## config.mk

```make
export PLATFORM = sky130hd
export DESIGN_NAME = program_loader
export DESIGN_NICKNAME = d
export VERILOG_FILES = /design/src/rtl/program_loader.sv
export SDC_FILE = /design/constraint.sdc
export NUM_CORES = 1
export LEC_CHECK = 0
export BUFFER_PORTS_ARGS = -buffer_cell sky130_fd_sc_hd__buf_2
export CORE_UTILIZATION = 50
export DETAILED_ROUTE_END_ITERATION = 8
export PLACE_DENSITY = 0.77
export SYNTH_ARGS = -nofsm -noshare
export SYNTH_HDL_FRONTEND = slang
export SYNTH_SLANG_ARGS = --single-unit
```

## constraint.sdc

```tcl
create_clock -name clk_i -period 3.4 [get_ports clk_i]
set_input_delay 0.17 -clock clk_i [delete_from_list [all_inputs] [get_ports clk_i]]
set_output_delay 0.17 -clock clk_i [all_outputs]
set_load 0.01 [all_outputs]
```

## src/rtl/program_loader.sv

```systemverilog
// Program loader: fills the 16-byte program RAM from pin strobes, then releases the CPU core.
// Define LOADER_CHECKSUM_EN to require a trailing checksum byte after a full load.
module program_loader #(
  parameter int unsigned RAM_BYTES = 16,
  parameter int unsigned ADDR_W    = 4
) (
  input  logic              clk_i,
  input  logic              rst_i,
  input  logic [7:0]        ext_data_i,
  input  logic              ext_strobe_i,
  input  logic              ext_load_i,
  output logic [ADDR_W-1:0] ram_addr_o,
  output logic [7:0]        ram_data_o,
  output logic              ram_we_o,
  output logic              cpu_rst_n_o,
  output logic              busy_o,
  output logic              done_o,
  output logic              error_o,
  output logic [ADDR_W:0]   byte_count_o
);

  localparam logic [2:0] StIdle  = 3'd0;
  localparam logic [2:0] StLoad  = 3'd1;
  localparam logic [2:0] StWrite = 3'd2;
  localparam logic [2:0] StRun   = 3'd3;
`ifdef LOADER_CHECKSUM_EN
  localparam logic [2:0] StCheck = 3'd4;
  localparam logic [2:0] StError = 3'd5;
`endif

  localparam logic [ADDR_W:0] FullCount = (ADDR_W + 1)'(RAM_BYTES);

  logic              strobe_meta_q, strobe_sync_q, strobe_prev_q;
  logic              load_meta_q, load_sync_q, load_prev_q;
  logic              str_edge, ld_edge;

  logic [2:0]        state_q, state_d;
  logic [ADDR_W:0]   count_q, count_d, count_inc;
  logic [ADDR_W-1:0] addr_q, addr_d;
  logic [7:0]        data_q, data_d;
  logic              we_q, busy_q, busy_d, done_q, cpu_rst_n_q;

`ifdef LOADER_CHECKSUM_EN
  logic [7:0]        sum_q, sum_d, check_sum;
  logic              error_q;
  assign check_sum = sum_q + ext_data_i;
`endif

  assign str_edge  = strobe_sync_q & ~strobe_prev_q;
  assign ld_edge   = load_sync_q & ~load_prev_q;
  assign count_inc = (count_q == FullCount) ? count_q : count_q + 1'b1;

  always_comb begin
    state_d = state_q;
    count_d = count_q;
    addr_d  = addr_q;
    data_d  = data_q;
`ifdef LOADER_CHECKSUM_EN
    sum_d   = sum_q;
`endif
    case (state_q)
      StIdle: begin
        if (load_sync_q) begin
          state_d = StLoad;
          count_d = '0;
`ifdef LOADER_CHECKSUM_EN
          sum_d   = '0;
`endif
        end else if (str_edge) begin
          state_d = StRun;
        end
      end
      StLoad: begin
        // A captured byte wins over a load drop seen in the same cycle.
        if (str_edge) begin
          data_d  = ext_data_i;
          addr_d  = count_q[ADDR_W-1:0];
          state_d = StWrite;
`ifdef LOADER_CHECKSUM_EN
          sum_d   = sum_q + ext_data_i;
`endif
        end else if (!load_sync_q) begin
`ifdef LOADER_CHECKSUM_EN
          state_d = StError;
`else
          state_d = StRun;
`endif
        end
      end
      StWrite: begin
        count_d = count_inc;
        if (count_inc == FullCount) begin
`ifdef LOADER_CHECKSUM_EN
          state_d = StCheck;
`else
          state_d = StRun;
`endif
        end else begin
          state_d = StLoad;
        end
      end
      StRun: begin
        if (ld_edge) begin
          state_d = StLoad;
          count_d = '0;
`ifdef LOADER_CHECKSUM_EN
          sum_d   = '0;
`endif
        end
      end
`ifdef LOADER_CHECKSUM_EN
      StCheck: begin
        if (str_edge) begin
          state_d = (check_sum == 8'h00) ? StRun : StError;
        end
      end
      StError: begin
        if (ld_edge) begin
          state_d = StLoad;
          count_d = '0;
          sum_d   = '0;
        end
      end
`endif
      default: state_d = StIdle;
    endcase
  end

  always_comb begin
    busy_d = (state_d == StLoad) || (state_d == StWrite);
`ifdef LOADER_CHECKSUM_EN
    busy_d = busy_d || (state_d == StCheck);
`endif
  end

  always_ff @(posedge clk_i) begin
    if (rst_i) begin
      strobe_meta_q <= 1'b0;
      strobe_sync_q <= 1'b0;
      strobe_prev_q <= 1'b0;
      load_meta_q   <= 1'b0;
      load_sync_q   <= 1'b0;
      load_prev_q   <= 1'b0;
      state_q       <= StIdle;
      count_q       <= '0;
      addr_q        <= '0;
      data_q        <= '0;
      we_q          <= 1'b0;
      busy_q        <= 1'b0;
      done_q        <= 1'b0;
      cpu_rst_n_q   <= 1'b0;
`ifdef LOADER_CHECKSUM_EN
      sum_q         <= '0;
      error_q       <= 1'b0;
`endif
    end else begin
      strobe_meta_q <= ext_strobe_i;
      strobe_sync_q <= strobe_meta_q;
      strobe_prev_q <= strobe_sync_q;
      load_meta_q   <= ext_load_i;
      load_sync_q   <= load_meta_q;
      load_prev_q   <= load_sync_q;
      state_q       <= state_d;
      count_q       <= count_d;
      addr_q        <= addr_d;
      data_q        <= data_d;
      we_q          <= (state_d == StWrite);
      busy_q        <= busy_d;
      done_q        <= (state_d == StRun);
      cpu_rst_n_q   <= (state_d == StRun);
`ifdef LOADER_CHECKSUM_EN
      sum_q         <= sum_d;
      error_q       <= (state_d == StError);
`endif
    end
  end

  assign ram_addr_o   = addr_q;
  assign ram_data_o   = data_q;
  assign ram_we_o     = we_q;
  assign cpu_rst_n_o  = cpu_rst_n_q;
  assign busy_o       = busy_q;
  assign done_o       = done_q;
  assign byte_count_o = count_q;
`ifdef LOADER_CHECKSUM_EN
  assign error_o      = error_q;
`else
  assign error_o      = 1'b0;
`endif

endmodule

```

# Yosys cells after proc, flatten, opt, wreduce, memory -nomap -nowiden
# Cells that the tools add are included.
dict set report word_totals {
  register_bits 29
  latch_bits 0
  mem_bits_rw 0
  romBits 0
  output_inout_bits 22
  n_memories 0
}
dict set report op_classes {
  add_sub_neg 1
  mul 0
  n_div 0
  order_cmp 0
  n_eq_ne 10
  shift 0
  n_mux 11
  n_bitwise 4
  reduce_logical 5
}
# operator count
set ops {}
lappend ops {{$mux W3} 5}
lappend ops {{$mux W5} 3}
lappend ops {{$pmux W5 S3} 1}
lappend ops {{$eq A3 B2 Y1 const B} 4}
lappend ops {{$pmux W3 S4} 1}
lappend ops {{$eq A5 B5 Y1 const B} 2}
lappend ops {{$eq A3 B1 Y1 const B} 2}
lappend ops {{$add A5 B1 Y5 const B} 1}
lappend ops {{$ne A2 B2 Y1 const B} 2}
lappend ops {{$logic_not A3 Y1} 1}
lappend ops {{$reduce_and A3 Y1} 1}
lappend ops {{$reduce_bool A3 Y1} 1}
lappend ops {{$and A1 B1 Y1} 2}
lappend ops {{$mux W2} 1}
lappend ops {{$not A1 Y1} 2}
lappend ops {{$reduce_and A2 Y1} 1}
lappend ops {{$logic_or A1 B1 Y1} 1}

# Longest topological paths before layout
dict set report logic_depth {
  ltp_word 7
  depth_mapped 7
}

# Worst setup path before layout
# Ideal clock, no wire load.
dict set report synth_path {
  path_type {reg2reg}
  startpoint {register count_q[0], in the netlist byte_count_o[0]}
  endpoint {register busy_q, in the netlist busy_o}
  t_arrival_ns 1.550
  t_required_ns 3.328
  path_slack_ns 1.779
  path_stages_with_launch 7
  n_path_buf 0
  synth_period_minus_slack_ns 1.621
  path_cell_list {dfxtp_1 -> inv_1 -> ha_1 -> a2111oi_4 -> nand4b_1 -> nand2_1 -> mux2i_1}
}
dict set report synth_between {
  elab_chain_len 7
  word_cells_on_any_way 9
}
# element line
set synth_lines {}
lappend synth_lines {{start: declaration} 38} ;# logic [ADDR_W:0] count_q, count_d, count_inc;
lappend synth_lines {{start signal: assignment} 164} ;# count_q <= count_d;
lappend synth_lines {{$add A5 B1 Y5 / $eq A5 B5 Y1 (equally long branches)} 51} ;# assign count_inc = (count_q == FullCount) ? count_q : count_q + 1'b1;
lappend synth_lines {{$mux W5 *} 51}
lappend synth_lines {{$eq A5 B5 Y1 *} 92} ;# if (count_inc == FullCount) begin
lappend synth_lines {{$mux W2 *} 92}
lappend synth_lines {{$pmux W3 S4 *} 61} ;# case (state_q)
lappend synth_lines {{$eq A3 B1 Y1 / $eq A3 B2 Y1 (equally long branches)} 130} ;# busy_d = (state_d == StLoad) || (state_d == StWrite);
lappend synth_lines {{$logic_or A1 B1 Y1 *} 130}
lappend synth_lines {{end signal: assignment} 168} ;# busy_q <= busy_d;
lappend synth_lines {{end: declaration} 41} ;# logic we_q, busy_q, busy_d, done_q, cpu_rst_n_q;
# Mark *: on every way between the ends. The rest lies on a longest branch, timed or not.
# A chain may end at the register's enable or synchronous reset.

# Final worst setup path
dict set report layout_path {
  startpoint {register state_q[0]}
  endpoint {register data_q[1], in the netlist ram_data_o[1]}
}
dict set report layout_between {
  elab_chain_len 2
}
# element line
set layout_lines {}
lappend layout_lines {{start: declaration} 37} ;# logic [2:0] state_q, state_d;
lappend layout_lines {{start signal: assignment} 144} ;# state_q <= StIdle;
lappend layout_lines {{start signal: assignment} 163} ;# state_q <= state_d;
lappend layout_lines {{$eq A3 B1 Y1} 61}
lappend layout_lines {{$reduce_and A2 Y1 (no line)} -}
lappend layout_lines {{end signal: assignment} 166} ;# data_q <= data_d;
lappend layout_lines {{end: declaration} 40} ;# logic [7:0] data_q, data_d;
# Every way passes these cells.

==> out/metrics.yaml <==
hold_class: "input port to flop"
relSlewSlack_pct: 34.5
r2r_slack_ns: 1.58
maxCapViolCount: 0
period_needed_ns: 1.82
critPathBufInv: 1
first_pass_iters: 2
power_frac_comb_pct: 4.4
layout_common_cells: "buf_2 (32), dfxtp_1 (29), nor2_1 (24), mux2i_1 (14), nor2b_1 (10)"
vias: 934
routed_wl_um: 2240
numCtsBuffers: 5
cts_buffer_depth: 2
finalClockSkew_ns: 0.0130
synth.top_cell.area_share_pct: 48.7
worstMarginPinSlew_ns: 0.975
power.clock.fraction_pct: 47.4
crit_fanout: 12
status: "finished clean"
ant_nets: 0
core-area_mm2: 0.00223
path_depth: 4
p_sw_share_pct: 19.1
cp.arrival_ns: 2.03
post_cts_resized: 0
areaGrowthSynthToFinish_pct: 23.5
power_switching_mw: 0.139
setup.worst_path.end: "ram_data_o[1]$_SDFFE_PP0P_"
root_buffer: "clkbuf_4"
first_iter_violations: 13
layout_commonest_cell: "buf_2"
syn_inst: 123
hold_viol_final: 0
post_cts_buffers: 0
yosysWarnings: 0
yosys.area.top_type: "dfxtp_1"
avgViaCountPerCell: 4.99
period_share_pct: 53.6
startpoint: "state_q[0]$_SDFF_PP0_"
crit_required_ns: 3.61
p_int_mw: 0.587
gp_congestion: 0.819
antenna_found_initial: 0
worstSkewPairLatency_ns: 0.33
ir_worst_vdd_mv: 0.514
row_count: 17
cts_tree: "done"
grt-ovfl-total: 0
drive_gt1_share_pct: 28.3
ys_seq_area_share_pct: 48.7
p_total_mw: 0.726
drv_slew: 0
grt_max_degree: 26
p_leak_nw: 0.636
die-area_mm2: 0.00258
die_w_um: 50.8
synth_seq_cells: 29
wl_per_cell_um: 12.0
start_util_pct: 53.3
grt_pass1_vias: 848
end_kind: "flop"
clkSinkCount: 29
die_h_um: 50.8
cts_hold_buf: 0
slowest_delay_ns: 0.86
final_net_count: 172
r2r-end: "ram_data_o[1]$_SDFFE_PP0P_"
diodes: 0
power_density_mw_per_mm2: 493
cpMaxStageDelayCell: "nor4_4"
synth.avg_cell_area_um2: 9.68
r2r_start: "state_q[0]$_SDFF_PP0_"
ios: 34
grt_first_pass_wirelength_um: 3440
worstSetupStartpointType: "flop"
setup_tns_ns: 0
dp_hpwl_um: 1650
rsz0062_at_grt: "false"
clk_pin_slew_ns: 0.10
r2r_cells: 4
max_freq_mhz: 548
netlist_area_mm2: 0.00119
htreeDepth: 2
yosysUniqueCellTypes: 27
crit_chain: "inv_1 > nor4_4 > mux2i_1 > nor2_1"
utilization_pct: 65.9
setup_viol: 0
hold_ws_ns: 0.0606
seqPwrFrac_pct: 48.2
grt_use_total_pct: 18.8
port_buffers: 32
cp_top_family: "simple AND/OR/NAND/NOR gates"
drcViolationCount: 0
worst-setup-path-type: "flop to flop"
synth.top_cells.by_area: "dfxtp_1 (49%), mux2i_1 (12%), nor2_1 (7.6%)"
[per-layer routing]
metal / vias to the layer above / wire length [um] / track usage, %
met5: - / 0 / 0
met3: 7 / 102 / 5.95
met2: 23 / 1140 / 31.3
met4: 0 / 55 / 13.9
met1: 426 / 942 / 19.7
li1: 478 / - / -
[synth_stat cells]
master	instances
nor2_1	24
o21ai_0	4
or3b_2	1
inv_1	4
nand3_1	2
dfxtp_1	29
a2111oi_4	1
mux2i_1	14
or3b_4	1
nand2b_1	1
nor4_2	1
clkbuf_1	2
nand4b_1	1
conb_1	1
nor2b_1	10
and4bb_2	1
buf_4	3
a211oi_1	1
a21o_1	1
xnor2_1	3
a22oi_1	2
or3_1	1
o21a_1	1
a21oi_1	6
ha_1	2
nand3b_1	1
nand2_1	5
[logic make-up (layout without fill, tap and decap cells)]
family / count (synthesis) / count (layout) / synth area share [%]
and+or+nand+nor: 49 / 49 / 21.4
DFF: 29 / 29 / 48.7
AOI/OAI and AO/OA: 16 / 16 / 9.66
muxes: 14 / 14 / 11.8
buffers and inverters: 9 / 44 / 3.78
xor gates and xnor gates: 3 / 3 / 2.21
adders and majority gates: 2 / 2 / 2.10
other: 1 / 2 / 0.315
[state kept, by name, summed over array words and instances (netlist names)]
| signal | count |
|---|---|
| ram_data_o | 8 |
| byte_count_o | 5 |
| ram_addr_o | 4 |
| state_q | 3 |
| busy_o | 1 |
| cpu_rst_n_o | 1 |
| load_meta_q | 1 |
| load_prev_q | 1 |
| load_sync_q | 1 |
| ram_we_o | 1 |
| strobe_meta_q | 1 |
| strobe_prev_q | 1 |
| strobe_sync_q | 1 |
[how the worst min path moves through the flow]
stage                               end  slack [ns]    startpoint  cells after the start
2_1_floorplan    load_prev_q$_SDFF_PP0_        0.24         rst_i                      1
3_3_place_gp     load_meta_q$_SDFF_PP0_        0.38    ext_load_i                      2
3_5_place_dp   strobe_meta_q$_SDFF_PP0_        0.39  ext_strobe_i                      2
4_1_cts        strobe_meta_q$_SDFF_PP0_        0.05  ext_strobe_i                      2
5_1_grt        strobe_meta_q$_SDFF_PP0_        0.08  ext_strobe_i                      2
6_report       strobe_meta_q$_SDFF_PP0_        0.06  ext_strobe_i                      2
[cell type report]
class	instances	area (um^2)
multi-input cells	86	578
fillers	201	762
clock buffers	5	37.5
inverters	4	15.0
well taps	28	35.0
repair buffers	32	160
clock inverters	3	65.1
flip-flops and latches	29	581
[power by group through the flow]
stage / combinational, mW / clock (mW) / sequential (mW)
2_1_floorplan: 0.0199 / 0 / 0.358
3_3_place_gp: 0.0308 / 0 / 0.358
3_5_place_dp: 0.0319 / 0 / 0.358
4_1_cts: 0.0322 / 0.352 / 0.350
5_1_grt: 0.0355 / 0.367 / 0.351
6_report: 0.0320 / 0.344 / 0.350
[worst register-to-register path, delay by kind of cell (launching register included)]
family	cells	cell delay [ns]
multiplexers	1	0.29
buffers and inverters	1	0.13
flip-flops	1	0.38
AND/OR/NAND/NOR	2	0.92
[per-stage QoR]
stage | std cells | instance area, um^2 | worst slack [ns]
2_1_floorplan | 124 | 1190 | 1.78
3_5_place_dp | 179 | 1370 | 1.57
4_1_cts | 187 | 1470 | 1.57
5_1_grt | 187 | 1470 | 1.44
3_3_place_gp | 179 | 1370 | 1.67
6_report | 187 | 1470 | 1.58
No activity file was read; power rests on OpenSTA's default activity.
